### src/rtl/fetch_unit.sv
// Instruction-fetch stage: owns the PC, fetches over a valid/ready handshake and holds
// the instruction for the control unit until Retire, then steps to the next PC.
module fetch_unit #(
  parameter logic [31:0] RESET_PC = 32'h0000_0000,
  parameter int unsigned CNT_W    = 32
) (
  input  logic             clk,
  input  logic             rst_n,
  output logic             imem_req,
  output logic [31:0]      imem_addr,
  input  logic             imem_ready,
  input  logic [31:0]      imem_rdata,
  output logic [31:0]      Instr,
  output logic             InstrValid,
  output logic [31:0]      PC,
  output logic [31:0]      PCPlus4,
  input  logic             Retire,
  input  logic             Jump,
  input  logic             Branch,
  input  logic             RegtoPC,
  input  logic             Zero,
  input  logic [31:0]      SignImm,
  input  logic [31:0]      RegPC,
  output logic             AddrErr,
  output logic [CNT_W-1:0] InstrCount
);

  typedef enum logic [1:0] {StRst, StFetch, StHold} state_e;

  state_e           state_q;
  logic [31:0]      pc_q;
  logic [31:0]      instr_q;
  logic             req_q;
  logic             valid_q;
  logic             addr_err_q;
  logic [CNT_W-1:0] cnt_q;

  logic [31:0] pc_plus4;
  logic [31:0] jump_tgt;
  logic [31:0] br_tgt;
  logic [31:0] next_pc;
  logic        jr_misaligned;

  // jr drives Jump as well, so RegtoPC must win over Jump.
  always_comb begin
    pc_plus4      = pc_q + 32'd4;
    jump_tgt      = {pc_plus4[31:28], instr_q[25:0], 2'b00};
    br_tgt        = pc_plus4 + (SignImm << 2);
    jr_misaligned = RegtoPC && (RegPC[1:0] != 2'b00);
    if (RegtoPC) begin
      next_pc = {RegPC[31:2], 2'b00};
    end else if (Jump) begin
      next_pc = jump_tgt;
    end else if (Branch && Zero) begin
      next_pc = br_tgt;
    end else begin
      next_pc = pc_plus4;
    end
  end

  always_ff @(posedge clk) begin
    if (!rst_n) begin
      state_q    <= StRst;
      pc_q       <= RESET_PC;
      instr_q    <= 32'h0;
      req_q      <= 1'b0;
      valid_q    <= 1'b0;
      addr_err_q <= 1'b0;
      cnt_q      <= '0;
    end else begin
      unique case (state_q)
        StRst: begin
          state_q <= StFetch;
          req_q   <= 1'b1;
        end
        StFetch: begin
          // The request stays up until memory takes it; Retire has no effect here.
          if (imem_ready) begin
            instr_q <= imem_rdata;
            state_q <= StHold;
            req_q   <= 1'b0;
            valid_q <= 1'b1;
          end
        end
        StHold: begin
          if (Retire) begin
            pc_q    <= next_pc;
            cnt_q   <= cnt_q + CNT_W'(1);
            state_q <= StFetch;
            req_q   <= 1'b1;
            valid_q <= 1'b0;
            if (jr_misaligned) begin
              addr_err_q <= 1'b1;
            end
          end
        end
        default: begin
          state_q <= StRst;
          req_q   <= 1'b0;
          valid_q <= 1'b0;
        end
      endcase
    end
  end

  assign imem_req   = req_q;
  assign imem_addr  = pc_q;
  assign Instr      = instr_q;
  assign InstrValid = valid_q;
  assign PC         = pc_q;
  assign PCPlus4    = pc_plus4;
  assign AddrErr    = addr_err_q;
  assign InstrCount = cnt_q;

endmodule
### config.mk
export PLATFORM = sky130hd
export DESIGN_NAME = fetch_unit
export DESIGN_NICKNAME = d
export VERILOG_FILES = /design/src/rtl/fetch_unit.sv
export SDC_FILE = /design/constraint.sdc
export NUM_CORES = 1
export LEC_CHECK = 0
export BUFFER_PORTS_ARGS = -buffer_cell sky130_fd_sc_hd__buf_2
export CAP_MARGIN = 20
export CORE_MARGIN = 3
export CORE_UTILIZATION = 30
export DETAILED_ROUTE_END_ITERATION = 7
export PLACE_DENSITY = 0.55
export SLEW_MARGIN = 0
export SYNTH_ARGS = -nofsm -noshare
export SYNTH_HDL_FRONTEND = slang
export SYNTH_SLANG_ARGS = --single-unit
export TNS_END_PERCENT = 100
### constraint.sdc
create_clock -name clk -period 10.1 [get_ports clk]
set_input_delay 0.505 -clock clk [delete_from_list [all_inputs] [get_ports clk]]
set_output_delay 0.505 -clock clk [all_outputs]
set_load 0.1 [all_outputs]
==> Yosys cells after proc, flatten, opt, wreduce, memory -nomap -nowiden <==
Index checks and enable logic that the tools add are counted.
{ "op_classes": {"reduce_logical": 9, "bitwise_logic": 1, "n_eq_ne": 4, "addsub": 3, "muxes": 12} }
{ "ops": {"columns": ["operator", "n"], "rows": [
  ["$mux W32", 3],
  ["$add A32 B1 Y32 const B", 1],
  ["$add A32 B3 Y32 const B", 1],
  ["$add A32 B32 Y32", 1],
  ["$pmux W1 S3", 2],
  ["$pmux W2 S3", 1],
  ["$reduce_and A2 Y1", 3],
  ["$reduce_and A3 Y1", 2],
  ["$mux W1", 4],
  ["$mux W2", 2],
  ["$ne A2 B2 Y1 const B", 2],
  ["$eq A2 B1 Y1 const B", 1],
  ["$eq A2 B2 Y1 const B", 1],
  ["$logic_and A1 B1 Y1", 2],
  ["$logic_not A2 Y1", 1],
  ["$reduce_bool A2 Y1", 1],
  ["$not A1 Y1", 1]
]} }
{ "word_totals": {"inputBits": 104, "register_bits": 101, "out_inout_bits": 163, "elab_cells": 36} }

==> Longest topological paths before layout <==
{ "depth": {"word_depth": 5, "mapped_depth": 16, "depth_no_buf": 16} }

==> Worst setup path before layout <==
Ideal clock, no wire load.
{ "synth_timing": {"kind": "register -> register", "start": "register pc_q[2], in the netlist PC[2]", "end": "register pc_q[23], in the netlist PC[23]", "arrival_ns": 5.821, "setup_slack_ns": 4.190, "stages_incl_launch_ff": 16, "synth_period_minus_slack_ns": 5.910, "path_cell_list": "dfxtp_1 > ha_1 > nand3_1 > nor2_1 > nand2_1 > xnor2_1 > ha_1 > and2_1 > a21o_1 > a221oi_1 > a21oi_1 > nor2_1 > o21bai_1 > a21oi_1 > mux2_2 > o31ai_1"} }
{ "synth_between": {"elab_chain_cells": 5} }
{ "synth_lines": {"columns": ["element", "line_no", "text"], "rows": [
  ["start: declaration", "31", "logic [31:0] pc_q;"],
  ["start signal: assignment", "87", "pc_q <= next_pc;"],
  ["$add A32 B3 Y32", "46", "pc_plus4 = pc_q + 32'd4;"],
  ["named net PCPlus4[8]", "16", "output logic [31:0] PCPlus4,"],
  ["$add A32 B32 Y32", "48", "br_tgt = pc_plus4 + (SignImm << 2);"],
  ["$mux W32", "54", "end else if (Branch && Zero) begin"],
  ["$mux W32", "52", "end else if (Jump) begin"],
  ["$mux W32", "50", "if (RegtoPC) begin"]
]} }
The timed path passes the listed nets, and every way through them passes these cells.
A chain may end at the register's enable or synchronous reset.

==> Final worst setup path <==
{ "layout_timing": {"start": "register pc_q[2], in the netlist PC[2]", "end": "register pc_q[23], in the netlist PC[23]"} }
{ "layout_between": {"elab_chain_cells": 5} }
{ "layout_lines": {"columns": ["element", "line_no"], "rows": [
  ["$add A32 B3 Y32 *", "46"],
  ["$add A32 B32 Y32", "48"],
  ["$mux W32 *", "54"],
  ["$mux W32 *", "52"],
  ["$mux W32 *", "50"]
]} }
Mark *: on every way between the ends. The rest lies on a longest branch, timed or not.

==> metrics.cfg <==
[clocking]
ctsResizeCount=0
cts_max_level=3
tritoncts=built
clk_latency_ps=360
cts_setup_buffers=0
cts.sinks=98
hold_buffers=0
cts_buffer_depth=2
cts_buffers=9
clkSlewWorstSetupHoldPaths_ps=80
clock-root-buffer=clkbuf_16

[placement]
port_buffers=258
hpwlAfterDp_microns=18800
place.gp.congestion=0.853

[synthesis]
synth_edf_count=0
yosysUniqueCellTypes=69
avgSynthCellArea_sq_um=7.81
synth_area_leaders=dfxtp_1 (29%), nand2_1 (7.5%), xnor2_1 (6.8%)
synth_area_leader_cell=dfxtp_1
syn-cell-area_sq_um=6860
ys_ff_latch=98
synth_top_cell_area_share_pct=28.6
ys.flop_type=dfxtp_1
ys_seq_area_share_pct=28.6
synthCells=879
ys_warn_count=0
synthArstFlopShare_pct=0

[setup_path]
critPathMostFrequentCell=nor2_1
crit_buf_inv=0
startpoint=PC[2]
crit_cells=16
worstReg2RegStart=PC[2]
path_class=register to register
rr_worst_depth=16
required_ps=10380
slowest_stage=dfxtp_1
crit_chain=ha_1, nand3_1, nor2_1, nand3_1, nor2_1, xor2_1, ha_1, and4_1, a211o_1, a21oi_1, o21ai_0, nor2_1, o21bai_1, a21oi_1, mux2_2, o31ai_1
crit_arrival_ps=4730
crit_path_max_fanout=7
crit_path_end_kind=register
critPathMaxStageDelay_ps=460
r2r-end=PC[23]
endpoint=PC[23]
reg2reg_setup_slack_ps=5640
cpLargestDelayFamily=simple AND/OR/NAND/NOR gates
worstSetupStartpointType=register

[detailed_routing]
vias=6953
dr.pass1.iters=5
ant_nets=0
drtIter0Drc=403
wire_per_inst_microns=18.2
via_per_inst=5.08
post-route-drc-count=0
drt_wl_total_microns=25000

[timing]
period_share_pct=44.1
layout_min_cycle_time_ps=4460
rsz0062_at_grt=no
max_freq_ghz=0.224
clock_skew_ps=10.1
drv_slew=0
fin_tns_setup_ps=0
setup-violations-final=0
worst_pin_slew_ps=1000
finalHoldViolCount=0
relSlewSlack_pct=33.0

[floorplan]
die_x_microns=157
boundaryPins=267
core_sq_um=22200
fp-row-count=54
dieArea_sq_um=24700
die_h_microns=157
start_util_pct=31.0

[global_route]
antenna_found_initial=0
grt_use_total_pct=19.5
gr-total-overflow=0
grt_max_degree=66
grt_pass1_wl_microns=37700
grt_pass1_vias=6678

[min_path]
holdCritPathClass=input pin to register

[power_and_ir_drop]
power_switching_uw=395
ir_drop_mv=0.0909
switching_share_pct=37.5
power.leakage_uw=0.00404
p_int_uw=659
power_frac_clock_pct=36.4
seqPwrFrac_pct=38.6
comb_power_share_pct=25.0
power_density_nw_per_um2=124

[finish]
nFillCells=2380
syn2layout_area_growth_pct=23.7
fin_util_pct=38.3
antenna_cells_inserted=0
nets=1227
drive_above_1_share_pct=28.1

[run_status]
status=completed

[job]
maxCapViolations=0

==> worst register-to-register path, delay by kind of cell (launching register included) <==
kind                       cells  cell delay (ps)
xor gates and xnor gates       1              270
adders and majority gates      2              590
and+or+nand+nor                6             1540
DFF                            1              460
AOI/OAI and AO/OA              6             1180
muxes                          1              360
==> kinds of logic after synthesis <==
logic type                 Yosys count  share of synthesized area, %
and+or+nand+nor                    339                          24.8
DFF                                 98                          28.6
muxes                                5                         0.766
buffers and inverters               95                          7.20
AOI/OAI and AO/OA                  228                          21.9
xor gates and xnor gates            75                          9.68
adders and majority gates           38                          7.04
other                                1                        0.0546
==> state kept, by name (all words and copies together) (netlist names) <==
register,cells
PC,30
InstrValid,1
state_q,1
imem_req,1
AddrErr,1
InstrCount,32
Instr,32
==> through the flow <==
step | hold slack (ps) | cell area [sq um] | setup slack (ps) | total power [uW] | std cells
3_5_place_dp | 453 | 8170 | 5710 | 680 | 1354
6_report | 390 | 8490 | 5640 | 1050 | 1370
5_1_grt | 386 | 8490 | 5310 | 1100 | 1370
2_1_floorplan | 571 | 6880 | 4190 | 618 | 884
3_3_place_gp | 446 | 8170 | 5710 | 680 | 1354
4_1_cts | 377 | 8490 | 5650 | 1070 | 1370
==> per-layer routing <==
metal / track usage, % / up-vias / wire [microns]
li1: - / 3471 / -
met1: 25.5 / 3225 / 11500
met2: 33.3 / 235 / 11700
met3: 3.93 / 22 / 1430
met4: 4.42 / 0 / 340
met5: 0 / - / 0
==> how the worst min path moves through the flow <==
stage | slack (ps) | cells past startpoint | start | endpoint
3_3_place_gp | 450 | 1 | AddrErr | AddrErr
6_report | 390 | 3 | imem_rdata[21] | Instr[21]
2_1_floorplan | 570 | 3 | state_q[1] | InstrValid
4_1_cts | 380 | 3 | imem_rdata[21] | Instr[21]
3_5_place_dp | 450 | 1 | AddrErr | AddrErr
5_1_grt | 390 | 3 | imem_rdata[8] | Instr[8]
==> power by group through the flow <==
| stage | clock network (uW) | logic, uW | registers (uW) |
|---|---|---|---|
| after CTS | 396 | 265 | 408 |
| after global routing | 408 | 280 | 409 |
| after detailed placement | 0 | 264 | 417 |
| final | 383 | 263 | 407 |
| after global placement | 0 | 263 | 417 |
| after floorplan | 0 | 137 | 481 |
==> layout make-up <==
cell class / instances / area, sq um / area share, %
Timing Repair Buffer: 268 / 1370 / 16.1
Clock buffer: 9 / 225 / 2.65
Multi-Input combinational cell: 691 / 4430 / 52.1
Sequential cell: 98 / 1960 / 23.1
Clock inverter: 7 / 98.8 / 1.16
Inverter: 17 / 63.8 / 0.751
Tap cell: 280 / 350 / 4.12
==> synthesized netlist by cell type, types with 20 or more instances <==
library cell,count
nand2_1,138
dfxtp_1,98
a21oi_1,54
xnor2_1,53
o21ai_0,44
a21boi_0,41
nor2_1,39
clkbuf_1,37
ha_1,37
buf_4,36
and2_1,34
nand3_1,33
xor2_1,21
o211ai_1,20
==> placed cells by master, fill, tap and decap left out, types with 4 or more instances in the layout <==
master and count:
a211oi_1 7, a21boi_0 41, a21o_1 12, a21oi_1 54, a31oi_1 5, and2_1 34
and3_1 17, and4_1 4, buf_2 258, buf_4 10, clkbuf_16 9, conb_1 6
dfxtp_1 98, ha_1 37, inv_1 17, nand2_1 138, nand2b_1 6, nand3_1 33
nand4_1 14, nor2_1 39, nor2b_1 6, nor3_1 13, o211ai_1 20, o21a_1 4
o21ai_0 44, o21bai_1 4, o22ai_1 6, or3_1 11, xnor2_1 53, xor2_1 21
(Power assumes the default switching activity.)
